**src/rtl/cell_renderer.sv**
```systemverilog
// rtl/cell_renderer.sv - double-buffered NxN cell grid to RGB pixel renderer
`timescale 1ns/1ps
module cell_renderer #(
    parameter int         GRID_X0   = 253,
    parameter int         GRID_Y0   = 64,
    parameter int         CELL      = 30,
    parameter int         N         = 14,
    parameter logic [7:0] LIVE_RGB  = 8'h1C,
    parameter logic [7:0] DEAD_RGB  = 8'h00,
    parameter logic [7:0] FRAME_RGB = 8'h92
) (
    input  logic         clk,
    input  logic         rst,
    input  logic         pix_en,
    input  logic [9:0]   hc,
    input  logic [9:0]   vc,
    input  logic         bright,
    input  logic         row_valid,
    input  logic [3:0]   row_idx,
    input  logic [N-1:0] row_data,
    output logic         row_ready,
    output logic         swap_done,
    output logic [7:0]   rgb
);

    // Counter widths: sub-cell position within a cell, and cell index within the grid.
    localparam int SW = (CELL > 1) ? $clog2(CELL) : 1;
    localparam int IW = (N > 1) ? $clog2(N) : 1;

    localparam logic [SW-1:0] SUB_LAST = SW'(CELL - 1);
    localparam logic [IW-1:0] IDX_LAST = IW'(N - 1);

    // Grid bounds and legal counter ranges, held as 32-bit unsigned for compares.
    localparam logic [31:0] X_LO   = GRID_X0;
    localparam logic [31:0] X_HI   = GRID_X0 + N * CELL;
    localparam logic [31:0] Y_LO   = GRID_Y0;
    localparam logic [31:0] Y_HI   = GRID_Y0 + N * CELL;
    localparam logic [31:0] HC_MAX = 800;
    localparam logic [31:0] VC_MAX = 525;
    localparam logic [31:0] N32    = N;
    localparam logic [9:0]  X0_10  = 10'(GRID_X0);
    localparam logic [9:0]  Y0_10  = 10'(GRID_Y0);

    // Board buffers: front is what is being drawn, back is what upstream is filling.
    logic [N-1:0][N-1:0] front;
    logic [N-1:0][N-1:0] back;
    logic                pending;

    // Position tracking state: values belonging to the last pixel seen.
    logic [SW-1:0] col_sub;
    logic [IW-1:0] col_cell;
    logic [SW-1:0] row_sub;
    logic [IW-1:0] row_cell;
    logic [9:0]    last_hc;
    logic [9:0]    last_vc;

    // Position of the current pixel, derived from the stored state.
    logic [SW-1:0] col_sub_cur;
    logic [IW-1:0] col_cell_cur;
    logic [SW-1:0] row_sub_cur;
    logic [IW-1:0] row_cell_cur;

    logic [31:0] hc32;
    logic [31:0] vc32;
    logic [31:0] row_idx32;
    logic        in_grid;
    logic        cell_live;
    logic        swap_go;
    logic        row_fire;
    logic [7:0]  rgb_next;

    assign hc32      = 32'(hc);
    assign vc32      = 32'(vc);
    assign row_idx32 = 32'(row_idx);

    assign row_ready = ~pending;
    assign row_fire  = row_valid & row_ready;
    assign swap_go   = pix_en & (hc == 10'd0) & (vc == 10'd0) & pending;

    // Column position: reload at the grid's left edge, step once per new hc, stop at the last cell.
    always_comb begin
        col_sub_cur  = col_sub;
        col_cell_cur = col_cell;
        if (hc == X0_10) begin
            col_sub_cur  = '0;
            col_cell_cur = '0;
        end else if (hc != last_hc) begin
            if (col_sub == SUB_LAST) begin
                if (col_cell != IDX_LAST) begin
                    col_sub_cur  = '0;
                    col_cell_cur = col_cell + 1'b1;
                end
            end else begin
                col_sub_cur = col_sub + 1'b1;
            end
        end
    end

    // Row position: reload on the grid's top line, step once per new line, stop at the last cell.
    always_comb begin
        row_sub_cur  = row_sub;
        row_cell_cur = row_cell;
        if (vc == Y0_10) begin
            row_sub_cur  = '0;
            row_cell_cur = '0;
        end else if (vc != last_vc) begin
            if (row_sub == SUB_LAST) begin
                if (row_cell != IDX_LAST) begin
                    row_sub_cur  = '0;
                    row_cell_cur = row_cell + 1'b1;
                end
            end else begin
                row_sub_cur = row_sub + 1'b1;
            end
        end
    end

    // Grid membership uses the raw counts, so out-of-range hc/vc never land in a cell.
    always_comb begin
        in_grid = (hc32 >= X_LO) && (hc32 < X_HI) && (hc32 < HC_MAX) &&
                  (vc32 >= Y_LO) && (vc32 < Y_HI) && (vc32 < VC_MAX);
    end

    // Cell lookup and colour priority; reads front before any same-cycle swap lands.
    always_comb begin
        cell_live = front[row_cell_cur][col_cell_cur];
        if (!bright) begin
            rgb_next = 8'h00;
        end else if (in_grid) begin
            rgb_next = cell_live ? LIVE_RGB : DEAD_RGB;
        end else begin
            rgb_next = FRAME_RGB;
        end
    end

    // Row loading into back, end-of-board flag, and the frame-start buffer swap.
    always_ff @(posedge clk or posedge rst) begin
        if (rst) begin
            front     <= '0;
            back      <= '0;
            pending   <= 1'b0;
            swap_done <= 1'b0;
        end else begin
            swap_done <= swap_go;
            if (swap_go) begin
                front   <= back;
                pending <= 1'b0;
            end else if (row_fire) begin
                if (row_idx32 < N32) begin
                    back[row_idx[IW-1:0]] <= row_data;
                end
                if (row_idx32 == N32 - 32'd1) begin
                    pending <= 1'b1;
                end
            end
        end
    end

    // Position counters advance only on pixel strobes.
    always_ff @(posedge clk or posedge rst) begin
        if (rst) begin
            col_sub  <= '0;
            col_cell <= '0;
            row_sub  <= '0;
            row_cell <= '0;
            last_hc  <= '0;
            last_vc  <= '0;
        end else if (pix_en) begin
            col_sub  <= col_sub_cur;
            col_cell <= col_cell_cur;
            row_sub  <= row_sub_cur;
            row_cell <= row_cell_cur;
            last_hc  <= hc;
            last_vc  <= vc;
        end
    end

    // Output colour register, held between pixel strobes.
    always_ff @(posedge clk or posedge rst) begin
        if (rst) begin
            rgb <= 8'h00;
        end else if (pix_en) begin
            rgb <= rgb_next;
        end
    end

endmodule

```
**config.mk**
```make
export PLATFORM = sky130hd
export DESIGN_NAME = cell_renderer
export DESIGN_NICKNAME = d
export VERILOG_FILES = /design/src/rtl/cell_renderer.sv
export SDC_FILE = /design/constraint.sdc
export NUM_CORES = 1
export LEC_CHECK = 0
export ABC_AREA = 1
export BUFFER_PORTS_ARGS = -buffer_cell sky130_fd_sc_hd__buf_2
export CAP_MARGIN = 20
export CORE_MARGIN = 2
export CORE_UTILIZATION = 55
export DETAILED_ROUTE_END_ITERATION = 12
export HOLD_SLACK_MARGIN = 0.15
export PLACE_DENSITY = 0.71
export SLEW_MARGIN = 15
export SYNTH_ARGS = -nofsm -noshare
export SYNTH_HDL_FRONTEND = slang
export SYNTH_SLANG_ARGS = --single-unit
```
**constraint.sdc**
```tcl
create_clock -name clk -period 17.1 [get_ports clk]
set_input_delay 1.71 -clock clk [delete_from_list [all_inputs] [get_ports clk]]
set_output_delay 1.71 -clock clk [all_outputs]
set_load 0.01 [all_outputs]
```
---- Yosys cells after proc, flatten, opt, wreduce, memory -nomap -nowiden ----
Cells that the tools add are included.
word-level totals
  output and inout port bits .............. 10
  input bits .............................. 43
  register bits ........................... 440
cells by class
  $lt $le $gt $ge ......................... 11
  add/sub/neg operators ................... 4
  reduce and logical (&&, ||, !) cells .... 16
  mux-type cells .......................... 29
  equality and inequality tests ........... 11
  bitwise logic cells ..................... 6
operator list
  cell                                                         number
  bitwise mux 196 bit                                          1
  binary-select mux 14 bit (select 4 bit)                      1
  demux 14 bit (select 4 bit)                                  1
  two-way mux 5 bit                                            9
  two-way mux 4 bit                                            8
  less-than comparator 10 bit, second input constant           3
  two-way mux 14 bit                                           2
  logical NOT 10 bit                                           2
  != test 10 bit                                               2
  two-way mux 8 bit                                            2
  less-than comparator 4 x 5 -> 1 bit, second input constant   3
  adder 5 x 1 -> 5 bit, second input constant                  2
  == test 10 x 7 -> 1 bit, second input constant               1
  == test 10 x 8 -> 1 bit, second input constant               1
  == test 5 bit, second input constant                         2
  >= comparator 10 x 7 -> 1 bit, second input constant         1
  >= comparator 10 x 8 -> 1 bit, second input constant         1
  less-than comparator 10 x 9 -> 1 bit, second input constant  1
  AND reduction 3 bit                                          3
  adder 4 x 1 -> 4 bit, second input constant                  2
  != test 4 bit, second input constant                         2
  nonzero test 2 bit                                           4
  logical AND 1 bit                                            6
  != test 3 x 2 -> 1 bit, second input constant                2
  8 further kinds                                              15

---- Depth between registers and ports, before layout ----
Gate-level depths: netlist of run 1.
  depth after elaboration ................. 12
  depth in mapped cells ................... 24

---- Least setup slack after synthesis of run 1 ----
OpenSTA, ideal clock, no wires.
  path type ............................... input-to-reg
  start ................................... input vc[2]
  end ..................................... register rgb[4]
  data arrival time ....................... 3.412 ns
  buffers on the path ..................... 2
  path slack .............................. 13.567 ns
  stages on the path ...................... 21
  required time ........................... 16.979 ns
  path through ............................ inv_1 > nand2_1 > nand2_1 > nor2_1 > nand2_1 > nor2_2 > nand2_2 > nand2_4 > nand3_4 > buf_6 > buf_4 > o211ai_1 > nand3_1 > nand2_1 > nand3_1 > nand3_1 > nand2_1 > clkinv_1 > nand2_1 > nand3_1 > nand2_1
on the way
  word-level cells in the longest chain between the ends .. 10
  elaborated cells between the ends (all ways) .. 17
RTL lines
  item                                      RTL line  source
  start: declaration                        16        input logic [9:0] vc,
  != test 10 bit                            106       end else if (vc != last_vc) begin
  two-way mux 4 bit                         106
  two-way mux 4 bit                         103       if (vc == Y0_10) begin
  binary-select mux 14 bit (select 4 bit)   126       cell_live = front[row_cell_cur][col_cell_cur];
  two-way mux 14 bit (implied by the code)  126
  binary-select mux 1 bit (select 4 bit)    126
  two-way mux 1 bit (implied by the code)   126
  two-way mux 5 bit                         130       rgb_next = cell_live ? LIVE_RGB : DEAD_RGB;
  two-way mux 8 bit *                       129       end else if (in_grid) begin
  two-way mux 8 bit *                       127       if (!bright) begin
  end signal: assignment                    183       rgb <= rgb_next;
  end: declaration                          23        output logic [7:0] rgb
Mark *: on every way between the ends. The rest lies on a longest branch, timed or not. The select of a mux whose other input is x is not followed.
A chain may end at the register's enable or synchronous reset.

---- Worst setup path after layout of run 1 ----
  start ................................... input vc[6]
  end ..................................... register rgb[4]
The elaborated chain is that of the path after synthesis.

==> out/metrics.cfg, run 1 <==
[worst_setup_path]
path_class=input pin to flop
critPathCaptureType=flop
crit_slowest_cell=buf_4
crit_fanout=90
cp_num_buf_inv=4
cp_cell_sequence=buf_2 > inv_2 > nand2_1 > nand2_1 > nor2_2 > inv_2 > nor2_2 > nand3_2 > nand3_4 > buf_4 > nand2_1 > nand3_1 > nand3_1 > nand2_1 > nand3_1 > nand3_1 > nand3_1 > nand2_1 > nand3_1 > nand2_1
cp_top_family=simple AND/OR/NAND/NOR gates
max_stage_delay_ns=0.85
worst_setup_path_start_kind=input pin
crit_required_ns=17.59
cp.arrival_ns=5.91
rrSetupSlack_ns=12.59

[power]
p_sw_share_pct=32.1
p_sw_uw=929
irDropWorstVdd_v=0.0000976
p_int_uw=1960
power_frac_seq_pct=42.4
pwr-share-comb_pct=21.2
powerDensity_nw_per_um2=136
p_leak_uw=0.0110
p_clk_share_pct=36.4

[die]
ios=53
die_h_um=191
core_area_um2=34500
rows=68
die_area_um2=36400
initial_core_util_pct=55.8
die-width_um=191

[sta]
worst_hold_slack_ns=0.460
rsz0062_at_grt=no
fmax_ghz=0.184
skew_ns=0.0267
fin_crit_ns=5.42
setup_viol=0
final_max_slew_viol_count=0
relSlewSlack_pct=25.6
layout_setup_ws_ns=11.68
fin_crit_sh_pct=31.7
finalSetupTns_ns=0
worst_pin_slew_ns=1.11
hold_viol_final=0

[synth]
yosys_most_used_dff=dfrtp_1
synth_edf_count=0
netlist.area_leader.share_pct=56.7
yosys.cell_types.count=41
synthArstFlopShare_pct=100
synth_area_leaders=dfrtp_1, nand2_1, o21ai_0
yosys.area.top_type=dfrtp_1
synth-seq-area-share_pct=56.7
synthCells=2361
ys.warnings.count=0
avgSynthCellArea_um2=8.14
ys_ff_latch=435
synth_area_um2=19200

[global_route]
grt_max_degree=170
antenna_found_initial=0
grt_pass1_vias=15300
grt_usage_pct=29.1
grt_pass1_wl_mm=82.9
gr-total-overflow=0

[job]
cap_viol_max_count=0

[clocking]
clk_latency_ns=0.57
cts_hold_buf=0
numCtsBuffers=45
cts_tree=built
clk_path_buf_depth=3
clockRootBuffer=clkbuf_16
cts.sinks=435
h-tree-depth=2
cts.clk_slew.worst_paths_ns=0.06
cts-resized-gates=0
post-cts-setup-buffer-count=0

[routing]
vias=15800
wl_per_cell_um=18.0
postRouteAntennaNets=0
wl_mm=51.1
avgViaCountPerCell=5.56
drc=0
first_pass_iters=6
drt_iter0_drc=1551

[layout]
multi_input_area_um2=7190
nets=2395
drive_gt1_share_pct=7.65
num_antenna_cells=0
area_delta_synth_final_pct=10.9
fill_cells=3020
seqCellArea_um2=10900

[placement]
place_ws_ns=11.24
gp_congestion=0.854
place_hpwl_mm=30.4
io_buffers=49

[min_path]
hold_class=flop to flop

[run_status]
status=completed

metrics by stage:
step                power (uW)  cells  utilization [%]  cell area (um^2)
finish                    2890   2833             61.8             21300
detailed placement        1840   2747             56.9             19600
global route              3020   2833             61.8             21300
global placement          1820   2747             56.9             19600
floorplan                 1660   2363                -             19200
CTS                       2890   2828             61.5             21200
worst paths after layout:
path                             from   endpoint  cells past startpoint
max in group asynchronous         rst  front[69]                      4
min reg2reg                  back[16]  front[16]                      2
max reg2reg                last_vc[8]     rgb[4]                     16
min in group asynchronous         rst  back[183]                      2
max                             vc[6]     rgb[4]                     20
min                          back[16]  front[16]                      2
cells by family (layout without fill, tap and decap cells):
| family | Yosys count | in the layout | share of synthesized area [%] |
|---|---|---|---|
| other | 1 | 3 | 0.0195 |
| flip-flops | 435 | 435 | 56.7 |
| adder cells (fa/ha/maj) | 8 | 8 | 0.521 |
| AND/OR/NAND/NOR | 1278 | 1278 | 26.9 |
| buffers and inverters | 285 | 300 | 6.13 |
| XOR/XNOR | 14 | 14 | 0.638 |
| AO/OA/AOI/OAI | 340 | 340 | 9.16 |
area by class of cell:
cell class                      count  share of cell area (%)
Clock buffer                       60                    6.02
Clock inverter                     21                    1.50
Inverter                          147                    2.65
Multi-Input combinational cell   1643                    33.7
Sequential cell                   435                    51.1
Tap cell                          455                    2.67
Timing Repair Buffer               72                    2.31
layer usage:
metal  track usage [%]  up-vias  routed length, um
li1                  -     7457                  -
met1              41.7     7583              22800
met2              45.3      604              23000
met3              4.64      108               4020
met4              9.84        0               1380
met5                 0        -                  0
registers in the layout (all words and copies together), names as in the netlist:
| signal | count |
|---|---|
| back | 196 |
| front | 196 |
| last_hc | 10 |
| last_vc | 10 |
| col_sub | 5 |
| row_sub | 5 |
| col_cell | 4 |
| row_cell | 4 |
| rgb | 3 |
| pending | 1 |
| swap_done | 1 |
power by group through the flow:
| stage | registers, uW | logic, uW | clock network (uW) |
|---|---|---|---|
| 2_1_floorplan | 1230 | 426 | 0 |
| 3_3_place_gp | 1240 | 576 | 0 |
| 3_5_place_dp | 1240 | 592 | 0 |
| 4_1_cts | 1230 | 596 | 1060 |
| 5_1_grt | 1240 | 676 | 1110 |
| 6_report | 1230 | 612 | 1050 |
cells in the final DEF (no fill, tap or decap), types with 11 or more instances in the layout:
cell type	n
dfrtp_1	435
o21ai_0	287
inv_1	132
o211ai_1	11
clkbuf_16	45
a21oi_1	29
nor2_1	56
inv_2	11
buf_4	17
nand4_1	38
buf_2	49
nand3_1	125
nand2_1	1024
cell usage after synthesis, types with 2 or more instances:
library cell / number
xor2_1: 7
nor2_1: 58
buf_1: 2
nor2_2: 4
inv_1: 134
buf_4: 15
nand2_1: 1026
buf_2: 18
clkbuf_1: 99
or2_2: 2
nor3_1: 6
xnor2_1: 7
nand3_1: 126
dfrtp_1: 435
o31ai_1: 2
clkinv_1: 2
o21ai_1: 4
ha_1: 8
a21oi_1: 29
inv_2: 11
nor2_4: 3
nor4_1: 6
nand4_1: 38
buf_6: 4
nand3_2: 3
o211ai_1: 11
o21ai_0: 287
worst reg2reg max path, cell delays in order, from the launching register on:
cell and delay [ns]:
dfrtp_1 0.40, xnor2_1 0.21, nand2_1 0.09, nor2_2 0.16, nand3_2 0.75, nand3_4 0.66, buf_4 0.86, nand2_1 0.22
nand3_1 0.12, nand3_1 0.23, nand2_1 0.16, nand3_1 0.08, nand3_1 0.11, nand3_1 0.12, nand2_1 0.16, nand3_1 0.08
nand2_1 0.06
Power figures use the tool's default switching activity.
==> run 2, diff against run 1 <==
==> constraint.sdc (replaced) <==
create_clock -name clk -period 5.3 [get_ports clk]
set_input_delay 0.53 -clock clk [delete_from_list [all_inputs] [get_ports clk]]
set_output_delay 0.53 -clock clk [all_outputs]
set_load 0.01 [all_outputs]
==> run 2 against run 1 <==
Compared with the run above: via count increased by 1.2%; worst hold slack worse by 0.26 ns; clock power rose to 3.0 times the previous value; sequential power grew to 3.2 times the previous value; setup slack worse by 10 ns; final cell count increased by 0.35%; first-iteration DRC count up 17%; utilization is 0.098 points higher; design area up 0.16%; largest cell class unchanged; highest routed layer unchanged.
==> out/metrics.cfg, run 2 (synthesis results as in run 1) <==
[sta]
fin_crit_sh_pct=72.0
fmax_ghz=0.262
fin_crit_ns=3.82
worst_hold_slack_ns=0.195  ; -0.265 ns
final_max_slew_viol_count=0  ; unchanged
hold_viol_final=0  ; unchanged
rsz0062_at_grt=no
relSlewSlack_pct=26.0  ; +0.34 points
skew_ns=0.0133  ; -0.0133 ns
setup_viol=0  ; unchanged
worst_pin_slew_ns=1.11  ; -0.00505 ns

[worst_setup_path]
path_class=flop to flop
worst_setup_path_start_kind=flop
cp_num_buf_inv=3  ; -1
crit_required_ns=5.80  ; -11.79 ns
cp_cell_sequence=inv_1 > ha_1 > nand3_1 > nor2_2 > nand2_1 > xor2_1 > nand2_4 > nand3_4 > buf_4 > buf_4 > nand2_1 > nand2_1 > nand2_1 > nand2_1 > nor2_1 > nand2_1 > nand3_1 > nand3_1 > nand3_1 > nand2_1 > nand3_1 > nand2_1
crit_slowest_cell=buf_4
critPathMostFrequentCell=nand2_1
cp_top_family=simple AND/OR/NAND/NOR gates
cp.arrival_ns=4.32  ; -1.59 ns
max_stage_delay_ns=0.69  ; -0.16 ns
rrSetupSlack_ns=1.48  ; -11.11 ns
critPathCaptureType=flop
crit_fanout=70  ; -22%

[placement]
place_hpwl_mm=31.8  ; +4.6%
gp_congestion=0.928  ; +8.6%
io_buffers=49  ; unchanged

[routing]
postRouteAntennaNets=0  ; unchanged
drc=0  ; unchanged
wl_mm=51.5  ; +0.69%
vias=15900  ; +1.2%
wl_per_cell_um=18.1  ; +0.34%
drt_iter0_drc=1813  ; +17%
first_pass_iters=9  ; +3
avgViaCountPerCell=5.61  ; +0.84%

[die]
die_h_um=191  ; unchanged
core_area_um2=34500  ; unchanged
ios=53  ; unchanged
die_area_um2=36400  ; unchanged
die-width_um=191  ; unchanged
rows=68  ; unchanged
initial_core_util_pct=55.8  ; unchanged

[power]
power_uw=9020  ; +210%
irDropWorstVdd_v=0.000329  ; +240%
p_leak_uw=0.0110  ; about the same
powerDensity_nw_per_um2=423  ; +210%

[layout]
reg.largest.list=back: 196 flops, front: 196 flops
seqCellArea_um2=10900  ; unchanged
fill_cells=2940  ; -2.6%
multi_input_area_um2=7180  ; -0.16%
nets=2406  ; +0.46%
drive_gt1_share_pct=7.45  ; -0.20 points
area_delta_synth_final_pct=11.1
layout_commonest_cell=nand2_1
final_cell_mix=nand2_1, dfrtp_1, o21ai_0, inv_1, nand3_1
num_antenna_cells=0  ; unchanged

[min_path]
hold_class=input pin to flop

[clocking]
clk_latency_ns=0.58  ; about the same
cts_tree=built
cts.sinks=435  ; unchanged
clk_path_buf_depth=3  ; unchanged
h-tree-depth=2  ; unchanged
clockRootBuffer=clkbuf_16
cts.clk_slew.worst_paths_ns=0.06  ; about the same
numCtsBuffers=46  ; +2.2%

[global_route]
grt_usage_pct=29.5  ; +0.39 points
antenna_found_initial=0  ; unchanged
grt_pass1_wl_mm=83.5  ; +0.73%
grt_max_degree=203  ; +19%
gr-total-overflow=0  ; unchanged
grt_pass1_vias=15100  ; -1.4%

[job]
cap_viol_max_count=0  ; unchanged

[run_status]
status=completed

[run 2: worst reg2reg max path, cell delays in order (launching register included)]
cell and delay (ns):
dfrtp_1 0.39, inv_1 0.08, ha_1 0.14, nand3_1 0.10, nor2_2 0.23, nand2_1 0.10, xor2_1 0.23, nand2_4 0.09
nand3_4 0.07, buf_4 0.43, buf_4 0.72, nand2_1 0.20, nand2_1 0.11, nand2_1 0.05, nand2_1 0.07, nor2_1 0.04
nand2_1 0.05, nand3_1 0.09, nand3_1 0.12, nand3_1 0.08, nand2_1 0.13, nand3_1 0.11, nand2_1 0.10
[run 2: power breakdown]
group | switching [uW] | internal, uW | total (uW)
registers | 236 | 3730 | 3970
logic | 1370 | 565 | 1930
clock network | 1310 | 1810 | 3120
total | 2920 | 6100 | 9020
[run 2: routing by layer]
metal	global-route usage [%]	share of wire, %	up-vias	wire length (um)
met5	0	0	-	0
met4	9.27	2.6	0	1360
met3	5.64	8.8	90	4540
met2	43.7	44	724	22700
met1	43.9	44	7666	22800
li1	-	-	7461	-
[run 2: through the flow]
stage                     instance area, um^2  utilization, %  setup WS [ns]  instances  setup TNS (ns)
after global placement                  19700            57.3           1.69       2754               0
final                                   21300            61.9           1.48       2843               0
after CTS                               21300            61.7           1.50       2838               0
after floorplan                         19200               -          -1.11       2363         -480.81
after global routing                    21300            61.9           1.16       2843               0
after detailed placement                19800            57.4           1.58       2757               0
[run 2: cell type report]
| type | instances | share of cell area [%] |
|---|---|---|
| flip-flops and latches | 435 | 51.0 |
| multi-input cells | 1643 | 33.6 |
| clock buffers | 76 | 6.59 |
| repair buffers | 82 | 3.21 |
| well taps | 455 | 2.67 |
| inverters | 147 | 2.63 |
| clock inverters | 5 | 0.252 |
[run 2: timing repair]
| action | CTS | global route |
|---|---|---|
| hold buffers | 0 | 1 |
| buffers inserted | 0 | 0 |
| gates resized for setup | 0 | 0 |
| hold endpoints to repair | 0 | 18 |
[run 2: path summary, 6_finish.rpt]
| path | depth (start not counted) | from | endpoint |
|---|---|---|---|
| max in group asynchronous | 5 | rst | col_sub[4] |
| worst max-delay path | 22 | row_sub[1] | rgb[4] |
| worst max register to register | 22 | row_sub[1] | rgb[4] |
| worst min-delay path | 3 | row_data[6] | back[188] |
| min in group asynchronous | 3 | rst | back[183] |
| worst min register to register | 2 | back[62] | front[62] |
